==> config.mk <==
export PLATFORM = sky130hd
export DESIGN_NAME = drv_spi_slave_unit_flat
export DESIGN_NICKNAME = d
export VERILOG_FILES = /design/src/rtl/drv_spi_slave_unit_pkg.sv /design/src/rtl/drv_spi_slave_unit_if.sv /design/src/rtl/drv_spi_slave_unit_spi_edge_sync.sv /design/src/rtl/drv_spi_slave_unit.sv /design/src/flat_wrapper.sv
export SDC_FILE = /design/constraint.sdc
export NUM_CORES = 1
export LEC_CHECK = 0
export CORE_ASPECT_RATIO = 1.4
export CORE_MARGIN = 5
export CORE_UTILIZATION = 44
export CTS_CLUSTER_DIAMETER = 40
export CTS_CLUSTER_SIZE = 10
export DETAILED_ROUTE_END_ITERATION = 10
export PLACE_DENSITY = 0.69
export SYNTH_ARGS = -nofsm -noshare
export SYNTH_HDL_FRONTEND = slang
export SYNTH_SLANG_ARGS = --single-unit
==> constraint.sdc <==
create_clock -name sys_clk -period 7 [get_ports sys_clk]
set_input_delay 1.4 -clock sys_clk [delete_from_list [all_inputs] [get_ports sys_clk]]
set_output_delay 1.4 -clock sys_clk [all_outputs]
set_load 0.02 [all_outputs]
==> src/rtl/drv_spi_slave_unit_pkg.sv <==
// Shared constants, reset defaults and FSM encoding for the DRV8320S-style SPI target.
// Register map: 0/1 read-only status, 2..6 control, 7 optional error counter.
package drv_spi_slave_unit_pkg;

  localparam int FRAME_WIDTH    = 16;
  localparam int ADDR_WIDTH     = 4;
  localparam int REG_DATA_WIDTH = 11;
  localparam int NUM_CTRL       = 5;

  localparam logic [4:0] CNT_SNAP = 5'd4;
  localparam logic [4:0] CNT_FULL = 5'd16;
  localparam logic [4:0] CNT_SAT  = 5'd17;

  localparam logic [ADDR_WIDTH-1:0] ADDR_FAULT   = 4'd0;
  localparam logic [ADDR_WIDTH-1:0] ADDR_VGS     = 4'd1;
  localparam logic [ADDR_WIDTH-1:0] ADDR_CTRL_LO = 4'd2;
  localparam logic [ADDR_WIDTH-1:0] ADDR_CTRL_HI = 4'd6;
  localparam logic [ADDR_WIDTH-1:0] ADDR_ERRCNT  = 4'd7;

  // Address 6 in the top slice down to address 2 in the bottom slice.
  localparam logic [NUM_CTRL*REG_DATA_WIDTH-1:0] CTRL_DEFAULTS =
    {11'h283, 11'h159, 11'h7FF, 11'h3FF, 11'h000};

  typedef enum logic [1:0] {
    ST_IDLE   = 2'd0,
    ST_SHIFT  = 2'd1,
    ST_COMMIT = 2'd2
  } spi_state_e;

  function automatic logic is_ctrl_addr(input logic [ADDR_WIDTH-1:0] addr);
    return (addr >= ADDR_CTRL_LO) && (addr <= ADDR_CTRL_HI);
  endfunction

  function automatic logic [2:0] ctrl_index(input logic [ADDR_WIDTH-1:0] addr);
    return 3'(addr - ADDR_CTRL_LO);
  endfunction

endpackage

==> src/rtl/drv_spi_slave_unit_if.sv <==
// Gate-driver SPI pin bundle; slave modport is the FPGA target side, master the bus owner.
interface drv_spi_slave_unit_if;
  logic spi_nscs_in;
  logic spi_sclk_in;
  logic spi_sdi_in;
  logic spi_sdo_out;
  logic spi_sdo_oe_out;

  modport slave (
    input  spi_nscs_in, spi_sclk_in, spi_sdi_in,
    output spi_sdo_out, spi_sdo_oe_out
  );

  modport master (
    output spi_nscs_in, spi_sclk_in, spi_sdi_in,
    input  spi_sdo_out, spi_sdo_oe_out
  );
endinterface

==> src/rtl/drv_spi_slave_unit_spi_edge_sync.sv <==
// Two-flop synchronizer for an asynchronous SPI pin with single-cycle rise/fall pulses.
module drv_spi_slave_unit_spi_edge_sync #(
  parameter logic RESET_VAL = 1'b0
) (
  input  logic sys_clk,
  input  logic reset_n,
  input  logic i_async,
  output logic o_rise,
  output logic o_fall
);

  logic r_meta;
  logic r_sync;
  logic r_prev;

  // Synchronizer chain plus one history flop for edge detection.
  always_ff @(posedge sys_clk or negedge reset_n) begin
    if (!reset_n) begin
      r_meta <= RESET_VAL;
      r_sync <= RESET_VAL;
      r_prev <= RESET_VAL;
    end else begin
      r_meta <= i_async;
      r_sync <= r_meta;
      r_prev <= r_sync;
    end
  end

  assign o_rise = r_sync & ~r_prev;
  assign o_fall = ~r_sync & r_prev;

endmodule

==> src/rtl/drv_spi_slave_unit.sv <==
// DRV8320S register-interface emulator: 16-bit MSB-first SPI target with a 7-entry register file.
// Optional DRV_SPI_FRAME_ERR_EN adds frame_error_out pulses and a saturating error counter at address 7.
module drv_spi_slave_unit
  import drv_spi_slave_unit_pkg::*;
(
  input  logic                               sys_clk,
  input  logic                               reset_n,
  drv_spi_slave_unit_if.slave                spi,
  input  logic [REG_DATA_WIDTH-1:0]          fault_status_in,
  input  logic [REG_DATA_WIDTH-1:0]          vgs_status_in,
  output logic [NUM_CTRL*REG_DATA_WIDTH-1:0] ctrl_regs_out,
  output logic                               frame_done_out,
  output logic                               frame_wr_out,
  output logic [ADDR_WIDTH-1:0]              frame_addr_out,
  output logic                               frame_error_out
);

  logic w_sclk_rise, w_sclk_fall, w_nscs_rise, w_nscs_fall;
  logic r_sdi_meta, r_sdi_sync;
  spi_state_e r_state, w_state_nxt;
  logic w_frame_start;
  logic [4:0] r_cnt;
  logic [FRAME_WIDTH-1:0] r_shift;
  logic [REG_DATA_WIDTH-1:0] r_snap, w_rd_data;
  logic [FRAME_WIDTH-1:0] w_resp;
  logic [3:0] w_bit_sel;
  logic [ADDR_WIDTH-1:0] w_addr_in;
  logic w_snap_take, w_frame_ok, w_wr_hit;
  logic r_sdo, r_oe, r_done, r_wr;
  logic [ADDR_WIDTH-1:0] r_addr;
  logic [NUM_CTRL-1:0][REG_DATA_WIDTH-1:0] r_ctrl;

  drv_spi_slave_unit_spi_edge_sync #(.RESET_VAL(1'b0)) u_sclk_sync (
    .sys_clk(sys_clk), .reset_n(reset_n), .i_async(spi.spi_sclk_in),
    .o_rise(w_sclk_rise), .o_fall(w_sclk_fall)
  );

  drv_spi_slave_unit_spi_edge_sync #(.RESET_VAL(1'b1)) u_nscs_sync (
    .sys_clk(sys_clk), .reset_n(reset_n), .i_async(spi.spi_nscs_in),
    .o_rise(w_nscs_rise), .o_fall(w_nscs_fall)
  );

  // SDI only needs to be aligned with the synchronized SCLK, no edges.
  always_ff @(posedge sys_clk or negedge reset_n) begin
    if (!reset_n) begin
      r_sdi_meta <= 1'b0;
      r_sdi_sync <= 1'b0;
    end else begin
      r_sdi_meta <= spi.spi_sdi_in;
      r_sdi_sync <= r_sdi_meta;
    end
  end

  // FSM state register.
  always_ff @(posedge sys_clk or negedge reset_n) begin
    if (!reset_n) r_state <= ST_IDLE;
    else          r_state <= w_state_nxt;
  end

  // Next state; a chip-select fall seen during COMMIT starts the next frame directly.
  always_comb begin
    w_state_nxt   = r_state;
    w_frame_start = 1'b0;
    case (r_state)
      ST_IDLE: begin
        if (w_nscs_fall) begin
          w_state_nxt   = ST_SHIFT;
          w_frame_start = 1'b1;
        end else begin
          w_state_nxt = ST_IDLE;
        end
      end
      ST_SHIFT: begin
        if (w_nscs_rise) w_state_nxt = ST_COMMIT;
        else             w_state_nxt = ST_SHIFT;
      end
      ST_COMMIT: begin
        if (w_nscs_fall) begin
          w_state_nxt   = ST_SHIFT;
          w_frame_start = 1'b1;
        end else begin
          w_state_nxt = ST_IDLE;
        end
      end
      default: w_state_nxt = ST_IDLE;
    endcase
  end

  assign w_frame_ok  = (r_state == ST_COMMIT) && (r_cnt == CNT_FULL);
  assign w_wr_hit    = w_frame_ok && !r_shift[15] && is_ctrl_addr(r_shift[14:11]);
  // On the 5th falling edge the address is three shifted bits plus the bit on the wire now.
  assign w_addr_in   = {r_shift[2:0], r_sdi_sync};
  assign w_snap_take = (r_state == ST_SHIFT) && w_sclk_fall && (r_cnt == CNT_SNAP);
  assign w_resp      = {5'b00000, r_snap};
  assign w_bit_sel   = 4'd15 - r_cnt[3:0];

`ifdef DRV_SPI_FRAME_ERR_EN
  logic [7:0] r_err_cnt;
  logic       r_err;
  logic       w_frame_bad;

  assign w_frame_bad = (r_state == ST_COMMIT) && (r_cnt != CNT_FULL);

  // Error pulse and saturating error counter.
  always_ff @(posedge sys_clk or negedge reset_n) begin
    if (!reset_n) begin
      r_err     <= 1'b0;
      r_err_cnt <= 8'h00;
    end else begin
      r_err <= w_frame_bad;
      if (w_frame_bad && (r_err_cnt != 8'hFF)) r_err_cnt <= r_err_cnt + 8'd1;
    end
  end

  assign frame_error_out = r_err;
`else
  assign frame_error_out = 1'b0;
`endif

  // Read mux evaluated at snapshot time.
  always_comb begin
    w_rd_data = 11'h000;
    case (w_addr_in)
      ADDR_FAULT: w_rd_data = fault_status_in;
      ADDR_VGS:   w_rd_data = vgs_status_in;
      ADDR_ERRCNT: begin
`ifdef DRV_SPI_FRAME_ERR_EN
        w_rd_data = {3'b000, r_err_cnt};
`else
        w_rd_data = 11'h000;
`endif
      end
      default: begin
        if (is_ctrl_addr(w_addr_in)) w_rd_data = r_ctrl[ctrl_index(w_addr_in)];
        else                         w_rd_data = 11'h000;
      end
    endcase
  end

  // Falling-edge sampler and saturating bit counter.
  always_ff @(posedge sys_clk or negedge reset_n) begin
    if (!reset_n) begin
      r_cnt   <= 5'd0;
      r_shift <= 16'h0000;
    end else if (w_frame_start) begin
      r_cnt   <= 5'd0;
      r_shift <= 16'h0000;
    end else if ((r_state == ST_SHIFT) && w_sclk_fall) begin
      r_shift <= {r_shift[FRAME_WIDTH-2:0], r_sdi_sync};
      if (r_cnt != CNT_SAT) r_cnt <= r_cnt + 5'd1;
    end
  end

  // Response snapshot and SDO launch on rising edges 2..16; SDO parks at 0 outside a frame.
  always_ff @(posedge sys_clk or negedge reset_n) begin
    if (!reset_n) begin
      r_snap <= 11'h000;
      r_sdo  <= 1'b0;
    end else begin
      if (w_snap_take) r_snap <= w_rd_data;
      if ((r_state == ST_SHIFT) && !w_nscs_rise) begin
        if (w_sclk_rise && (r_cnt != 5'd0) && (r_cnt < CNT_FULL)) r_sdo <= w_resp[w_bit_sel];
      end else begin
        r_sdo <= 1'b0;
      end
    end
  end

  // Output enable follows the synchronized chip select.
  always_ff @(posedge sys_clk or negedge reset_n) begin
    if (!reset_n)         r_oe <= 1'b0;
    else if (w_nscs_fall) r_oe <= 1'b1;
    else if (w_nscs_rise) r_oe <= 1'b0;
  end

  // Control register file.
  always_ff @(posedge sys_clk or negedge reset_n) begin
    if (!reset_n)      r_ctrl <= CTRL_DEFAULTS;
    else if (w_wr_hit) r_ctrl[ctrl_index(r_shift[14:11])] <= r_shift[10:0];
  end

  // Frame status reporting.
  always_ff @(posedge sys_clk or negedge reset_n) begin
    if (!reset_n) begin
      r_done <= 1'b0;
      r_wr   <= 1'b0;
      r_addr <= 4'h0;
    end else begin
      r_done <= w_frame_ok;
      if (w_frame_ok) begin
        r_wr   <= ~r_shift[15];
        r_addr <= r_shift[14:11];
      end
    end
  end

  assign spi.spi_sdo_out    = r_sdo;
  assign spi.spi_sdo_oe_out = r_oe;
  assign ctrl_regs_out      = r_ctrl;
  assign frame_done_out     = r_done;
  assign frame_wr_out       = r_wr;
  assign frame_addr_out     = r_addr;

endmodule
==> src/flat_wrapper.sv <==
// flat-port wrapper written by rule: the top's interface ports become plain ports
module drv_spi_slave_unit_flat import drv_spi_slave_unit_pkg::*;
  (sys_clk, reset_n, fault_status_in, vgs_status_in, ctrl_regs_out, frame_done_out, frame_wr_out, frame_addr_out, frame_error_out, spi_spi_nscs_in, spi_spi_sclk_in, spi_spi_sdi_in, spi_spi_sdo_out, spi_spi_sdo_oe_out);
  drv_spi_slave_unit_if spi_i ();
  input  logic sys_clk;
  input  logic reset_n;
  input  logic [REG_DATA_WIDTH-1:0] fault_status_in;
  input  logic [REG_DATA_WIDTH-1:0] vgs_status_in;
  output logic [NUM_CTRL*REG_DATA_WIDTH-1:0] ctrl_regs_out;
  output logic frame_done_out;
  output logic frame_wr_out;
  output logic [ADDR_WIDTH-1:0] frame_addr_out;
  output logic frame_error_out;
  input wire logic [$bits(spi_i.spi_nscs_in)-1:0] spi_spi_nscs_in;
  input wire logic [$bits(spi_i.spi_sclk_in)-1:0] spi_spi_sclk_in;
  input wire logic [$bits(spi_i.spi_sdi_in)-1:0] spi_spi_sdi_in;
  output wire logic [$bits(spi_i.spi_sdo_out)-1:0] spi_spi_sdo_out;
  output wire logic [$bits(spi_i.spi_sdo_oe_out)-1:0] spi_spi_sdo_oe_out;
  assign spi_i.spi_nscs_in = spi_spi_nscs_in;
  assign spi_i.spi_sclk_in = spi_spi_sclk_in;
  assign spi_i.spi_sdi_in = spi_spi_sdi_in;
  assign spi_spi_sdo_out = spi_i.spi_sdo_out;
  assign spi_spi_sdo_oe_out = spi_i.spi_sdo_oe_out;
  drv_spi_slave_unit u_core (.sys_clk(sys_clk), .reset_n(reset_n), .spi(spi_i), .fault_status_in(fault_status_in), .vgs_status_in(vgs_status_in), .ctrl_regs_out(ctrl_regs_out), .frame_done_out(frame_done_out), .frame_wr_out(frame_wr_out), .frame_addr_out(frame_addr_out), .frame_error_out(frame_error_out));
endmodule
==> qor.yml, run 1 <==
drc_errors: 0
rows: 46
grt_first_pass_wirelength_mm: 20.02
hold_buffers: 0
path_class: "flip-flop to output port"
rsz0062_at_grt: "no"
nets: 511
syn_area_per_cell_um2: 12.49
clk_pin_slew_worst_paths_ns: 0.07
grt_remaining_overflow: 0
fin_crit_sh_pct: 42.04
slowest_delay_ns: 0.62
cpMaxStageDelayCell: "clkdlybuf4s50_1"
slew_viol_final: 0
dpl.hpwl_mm: 8.798
postCtsSetupBuffers: 0
tightest_slew_ns: 1.093
die_w_um: 99.73
critPathArrivalTime_ns: 1.54
hp-class: "flip-flop to flip-flop"
clock_skew_ns: 0.01185
synthesis.area_um2: 4960
drv_cap: 0
ir_drop_uv: 129.6
numCtsBuffers: 9
htreeDepth: 3
ctsResizeCount: 0
synth_flop_cell: "dfrtp_1"
io_pins: 91
start_util_pct: 44.42
core_area_um2: 11170
grt_max_degree: 60
mostFrequentLayoutCell: "clkdlybuf4s50_1"
n_antenna_cell: 0
drt_wl_total_mm: 12.48
synth_cell_types: 50
setup_viol: 0
power_density_nw_per_um2: 214.2
placed_area_um2: 5995
cts.sinks: 105
synth_seq_cells: 105
period_minus_slack_ns: 2.943
relSlewSlack_pct: 26.69
crit_family: "buffers and inverters"
final_hold_viol_count: 0
fp.dieArea_um2: 13530
cts_tree: "yes"
syn_to_final_growth_pct: 27.12
cp-start-kind: "flip-flop"
max_freq_mhz: 339.8
antenna_found_initial: 0
synth_edf_count: 0
p_leak_nw: 2.645
port_buffers: 89
first_global_vias: 3654
r2r_slack_ns: 4.24
via_per_inst: 5.477
ys_seq_area_share_pct: 53.81
die_h_um: 135.6
run_status: "complete, no violations"
drt_pass1_iterations: 4
syn_inst: 397
layout-drive-gt1-share_pct: 28.57
vias: 3434
dr.first_iter.drc_count: 216
cp-end-kind: "output port"
cp_cell_sequence: "clkdlybuf4s50_1"
synth-async-reset-ratio_pct: 100.0
cp.buffers_inverters: 1
synth_warnings: 0
grt.total_usage_pct: 19.23
avgRoutedWirePerCell_um: 19.90
final_cell_mix: "clkdlybuf4s50_1, dfrtp_1, mux2_2, nand2_1, dfstp_2"
clk_latency_ns: 0.35
syn_nets: 430
worst-path-max-fanout: 3
clockBufferDepth: 2
place_congestion: 0.8116
required_ns: 5.60
cts-root-buf: "clkbuf_16"
final.setup.tns_ns: 0
final_area_um2: 6305
ant_nets: 0
==> cell usage after synthesis (10+ instances only) <==
library cell  count  share of area (%)
a22oi_1          10                1.5
o21ai_0          17                1.7
mux2_4           10                3.0
nand2_1          38                2.9
inv_1            10               0.76
a22o_1           10                1.8
dfrtp_1          72                 36
a21oi_1          19                1.9
mux2i_1          27                5.4
dfstp_2          33                 17
mux2_2           59                 13
clkbuf_1         18                1.4
==> metal layers <==
| layer | global-route usage [%] | share of wire [%] |
|---|---|---|
| met1 | 24.12 | 41 |
| met5 | 0 | 0 |
| met2 | 32.26 | 52 |
| met4 | 9.036 | 2.7 |
| met3 | 3.040 | 4.2 |
==> metrics by stage <==
stage | std cells | utilization (%) | total power [mW] | setup slack [ns] | hold WS (ns)
2_1_floorplan | 397 | - | 0.7781 | 4.724 | 0.3312
3_3_place_gp | 611 | 53.69 | 0.8382 | 4.351 | 0.3341
3_5_place_dp | 611 | 53.69 | 0.8434 | 4.282 | 0.3364
4_1_cts | 627 | 56.47 | 1.363 | 4.046 | 0.3539
5_1_grt | 627 | 56.47 | 1.414 | 4.009 | 0.3688
6_report | 627 | 56.47 | 1.350 | 4.057 | 0.3510
==> flip-flops by register name, summed over array words and instances, names as in the netlist <==
signal                     flops
u_core.r_snap                 11
u_core.ctrl_regs_out          55
u_core.r_state                 2
u_core.u_sclk_sync.r_meta      1
u_core.u_nscs_sync.r_sync      1
u_core.r_sdi_meta              1
u_core.r_cnt                   5
u_core.frame_wr_out            1
u_core.frame_addr_out          4
u_core.frame_done_out          1
u_core.r_sdi_sync              1
u_core.spi.spi_sdo_oe_out      1
u_core.u_nscs_sync.r_meta      1
u_core.u_sclk_sync.r_sync      1
u_core.spi.spi_sdo_out         1
u_core.u_nscs_sync.r_prev      1
u_core.r_shift                16
u_core.u_sclk_sync.r_prev      1
==> power by group <==
group          switching (mW)  leakage, nW  internal, mW
clock network           0.233        0.153         0.284
logic                  0.0998         1.21        0.0757
registers              0.0315         1.28         0.627
total                   0.364         2.64         0.987
==> area by class of cell <==
cell class,count,area (um^2)
multi-input combinational,254,2152
fill,971,4861
clock inverter,7,85.08
tap,144,180.2
timing repair buffer,98,955.9
clock buffer,9,225.2
inverter,10,37.54
sequential,105,2669
==> cells by family (layout without fill, tap and decap cells) <==
kind of cell    after synthesis  in the layout  share of synthesized area [%]
buf+inv                      38            124                          3.355
other cells                   1              1                        0.07561
xor+xnor                      3              3                         0.5299
compound gates               74             74                          10.04
fa+ha+maj                     6              6                          1.514
flops                       105            105                          53.81
mux                          97             97                          22.33
simple gates                 73             73                          8.350
==> path summary, 6_finish.rpt <==
kind                                               to  depth (start not counted)                startpoint
max in group asynchronous           u_core.r_shift[2]                          2                   reset_n
worst max register to register       u_core.r_snap[0]                          5         u_core.r_state[1]
worst max-delay path                ctrl_regs_out[12]                          1  u_core.ctrl_regs_out[12]
min in group asynchronous       u_core.frame_done_out                          1                   reset_n
worst min register to register      u_core.r_sdi_sync                          0         u_core.r_sdi_meta
worst min-delay path                u_core.r_sdi_sync                          0         u_core.r_sdi_meta
Power figures use the tool's default switching activity.
==> inputs of run 2 (changes only) <==
--- a/config.mk
+++ b/config.mk
@@ -11,7 +11,7 @@
 export CTS_CLUSTER_DIAMETER = 40
 export CTS_CLUSTER_SIZE = 10
 export DETAILED_ROUTE_END_ITERATION = 10
-export PLACE_DENSITY = 0.69
+export PLACE_DENSITY = 0.72
 export SYNTH_ARGS = -nofsm -noshare
 export SYNTH_HDL_FRONTEND = slang
 export SYNTH_SLANG_ARGS = --single-unit
==> constraint.sdc (replaced) <==
create_clock -name sys_clk -period 2.65 [get_ports sys_clk]
set_input_delay 0.53 -clock sys_clk [delete_from_list [all_inputs] [get_ports sys_clk]]
set_output_delay 0.53 -clock sys_clk [all_outputs]
set_load 0.02 [all_outputs]
==> run 2 against run 1 <==
Compared with the run above:
- final cell count up 1.4%
- count of clock-buffer cells in the layout rose by 1
- first-iteration DRC count rose by 17%
- total power grew to 2.7 times the previous value
- global-route usage down 0.050 points
- critical path depth grew 6
- wire length about the same
==> qor.yml, run 2 (synthesis results as in run 1) <==
rsz0062_at_grt: "no"  # unchanged
postCtsSetupBuffers: 0  # unchanged
largest_reg_flops: 55  # unchanged
clk_pin_slew_worst_paths_ns: 0.07  # about the same
htreeDepth: 3  # unchanged
grt.total_usage_pct: 19.18  # was 19.23%
final_area_um2: 6394  # was 6305 um^2
core_area_um2: 11170  # unchanged
routed.top_layer: "met4"  # unchanged
drc_errors: 0  # unchanged
placed_area_um2: 6066  # was 5995 um^2
first_global_vias: 3713  # was 3,654
io_pins: 91  # unchanged
grt_remaining_overflow: 0  # unchanged
slowest_delay_ns: 0.56  # was 0.62 ns
port_buffers: 89  # unchanged
slew_viol_final: 0  # unchanged
mostFrequentLayoutCell: "clkdlybuf4s50_1"  # unchanged
numCtsBuffers: 9  # unchanged
hold_buffers: 0  # unchanged
drv_cap: 0  # unchanged
cts.sinks: 105  # unchanged
nets: 520  # was 511
final_hold_viol_count: 0  # unchanged
run_status: "complete, no violations"  # unchanged
setup_viol: 0  # unchanged
max_freq_mhz: 414.4
antenna_found_initial: 0  # unchanged
ant_nets: 0  # unchanged
hp-class: "input pin to async pin"  # was flip-flop to flip-flop
power_density_nw_per_um2: 572.5  # was 214.2 nW/um^2
critPathArrivalTime_ns: 2.66  # was 1.54 ns
syn_to_final_growth_pct: 28.91  # was 27.12%
cp-end-kind: "flip-flop"  # was output port
cts_tree: "yes"  # unchanged
die_h_um: 135.6  # unchanged
ir_drop_uv: 327.5  # was 129.6 uV
period_minus_slack_ns: 2.413
layout-drive-gt1-share_pct: 29.88  # was 28.57%
place_congestion: 0.8094  # was 0.8116
final_cell_mix: "clkdlybuf4s50_1, dfrtp_1, mux2_2, nand2_1, dfstp_2"  # unchanged
avgRoutedWirePerCell_um: 19.62  # was 19.90 um
via_per_inst: 5.527  # was 5.477
cp-start-kind: "flip-flop"  # unchanged
met3WireLength_um: 468  # was 525 um
required_ns: 2.89  # was 5.60 ns
cp.buffers_inverters: 2  # was 1
final.setup.tns_ns: 0  # unchanged
fill_cells: 949  # was 971
n_antenna_cell: 0  # unchanged
clock_skew_ns: 0.006835  # was 0.01185 ns
wl_met1_mm: 5.010  # was 5.128 mm
p_leak_nw: 2.696  # was 2.645 nW
r2r_slack_ns: 0.24  # was 4.24 ns
tightest_slew_ns: 0.7790  # was 1.093 ns
rows: 46  # unchanged
cp_cell_sequence: "inv_1 > ha_1 > or4bb_1 > nor2_1 > buf_4 > o2111ai_1 > o21ai_0"  # was clkdlybuf4s50_1
clk_latency_ns: 0.34  # was 0.35 ns
drt_pass1_iterations: 4  # unchanged
cts-root-buf: "clkbuf_16"  # unchanged
die_w_um: 99.73  # unchanged
start_util_pct: 44.42  # unchanged
dr.first_iter.drc_count: 253  # was 216
fin_crit_sh_pct: 91.06
fp.dieArea_um2: 13530  # unchanged
grt_max_degree: 43  # was 60
vias: 3515  # was 3,434
ctsResizeCount: 0  # unchanged
route.met2.wl_mm: 6.731  # was 6.488 mm
crit_family: "simple AND/OR/NAND/NOR gates"  # was buffers and inverters
path_class: "flip-flop to flip-flop"  # was flip-flop to output port
clockBufferDepth: 2  # unchanged
drt_wl_total_mm: 12.48  # about the same
relSlewSlack_pct: 47.87  # was 26.69%
worst-path-max-fanout: 11  # was 3
grt_first_pass_wirelength_mm: 20.18  # was 20.02 mm
dpl.hpwl_mm: 8.910  # was 8.798 mm
cpMaxStageDelayCell: "dfrtp_1"  # was clkdlybuf4s50_1
==> run 2: changes by cell type in the layout (fill, tap and decap cells not counted) <==
cell        previous run  this run
buf_4                 10        18
clkinv_4               3         0
clkinvlp_4             0         2
buf_12                 0         1
bufinv_16              1         2
clkbuf_8               0         1
clkinv_2               0         1
inv_6                  2         1
inv_8                  1         0
nor4_2                 0         1
nor4_4                 1         0
==> run 2: layout make-up <==
cell class | count | area (um^2) | area share, %
Sequential cell | 105 | 2669 | 41.74
Multi-Input combinational cell | 254 | 2143 | 33.52
Timing Repair Buffer | 107 | 1036 | 16.20
Clock buffer | 10 | 239.0 | 3.738
Tap cell | 144 | 180.2 | 2.818
Clock inverter | 6 | 88.84 | 1.389
Inverter | 10 | 37.54 | 0.5871
==> run 2: worst paths after layout <==
| kind | from | to | cells past startpoint |
|---|---|---|---|
| setup / recovery | u_core.r_cnt[0] | u_core.r_snap[0] | 7 |
| hold / removal | reset_n | u_core.frame_done_out | 1 |
| setup reg to reg | u_core.r_cnt[0] | u_core.r_snap[0] | 7 |
| hold reg to reg | u_core.r_sdi_meta | u_core.r_sdi_sync | 0 |
| max in group asynchronous | reset_n | u_core.ctrl_regs_out[15] | 2 |
| min in group sys_clk | u_core.r_sdi_meta | u_core.r_sdi_sync | 0 |
==> run 2: layer usage <==
metal	global-route usage, %	vias to the layer above
met1	22.80	1801
li1	-	1602
met4	7.062	0
met5	0	-
met2	34.56	94
met3	3.040	18
==> run 2: metrics by stage <==
step	hold slack, ns	utilization (%)	power (mW)	worst slack (ns)	cells
finish	0.1253	57.26	3.661	0.2369	636
global route	0.1683	57.26	3.797	0.03413	636
CTS	0.1406	57.26	3.682	0.2275	636
detailed placement	0.3364	54.33	2.250	0.3073	620
global placement	0.3318	54.33	2.236	0.3986	620
floorplan	0.2344	-	2.055	0.3736	397
==> run 2: power by group <==
| part | total (mW) | internal, mW | switching, mW |
|---|---|---|---|
| clock | 1.44 | 0.855 | 0.582 |
| combinational | 0.479 | 0.215 | 0.264 |
| sequential | 1.74 | 1.66 | 0.0886 |
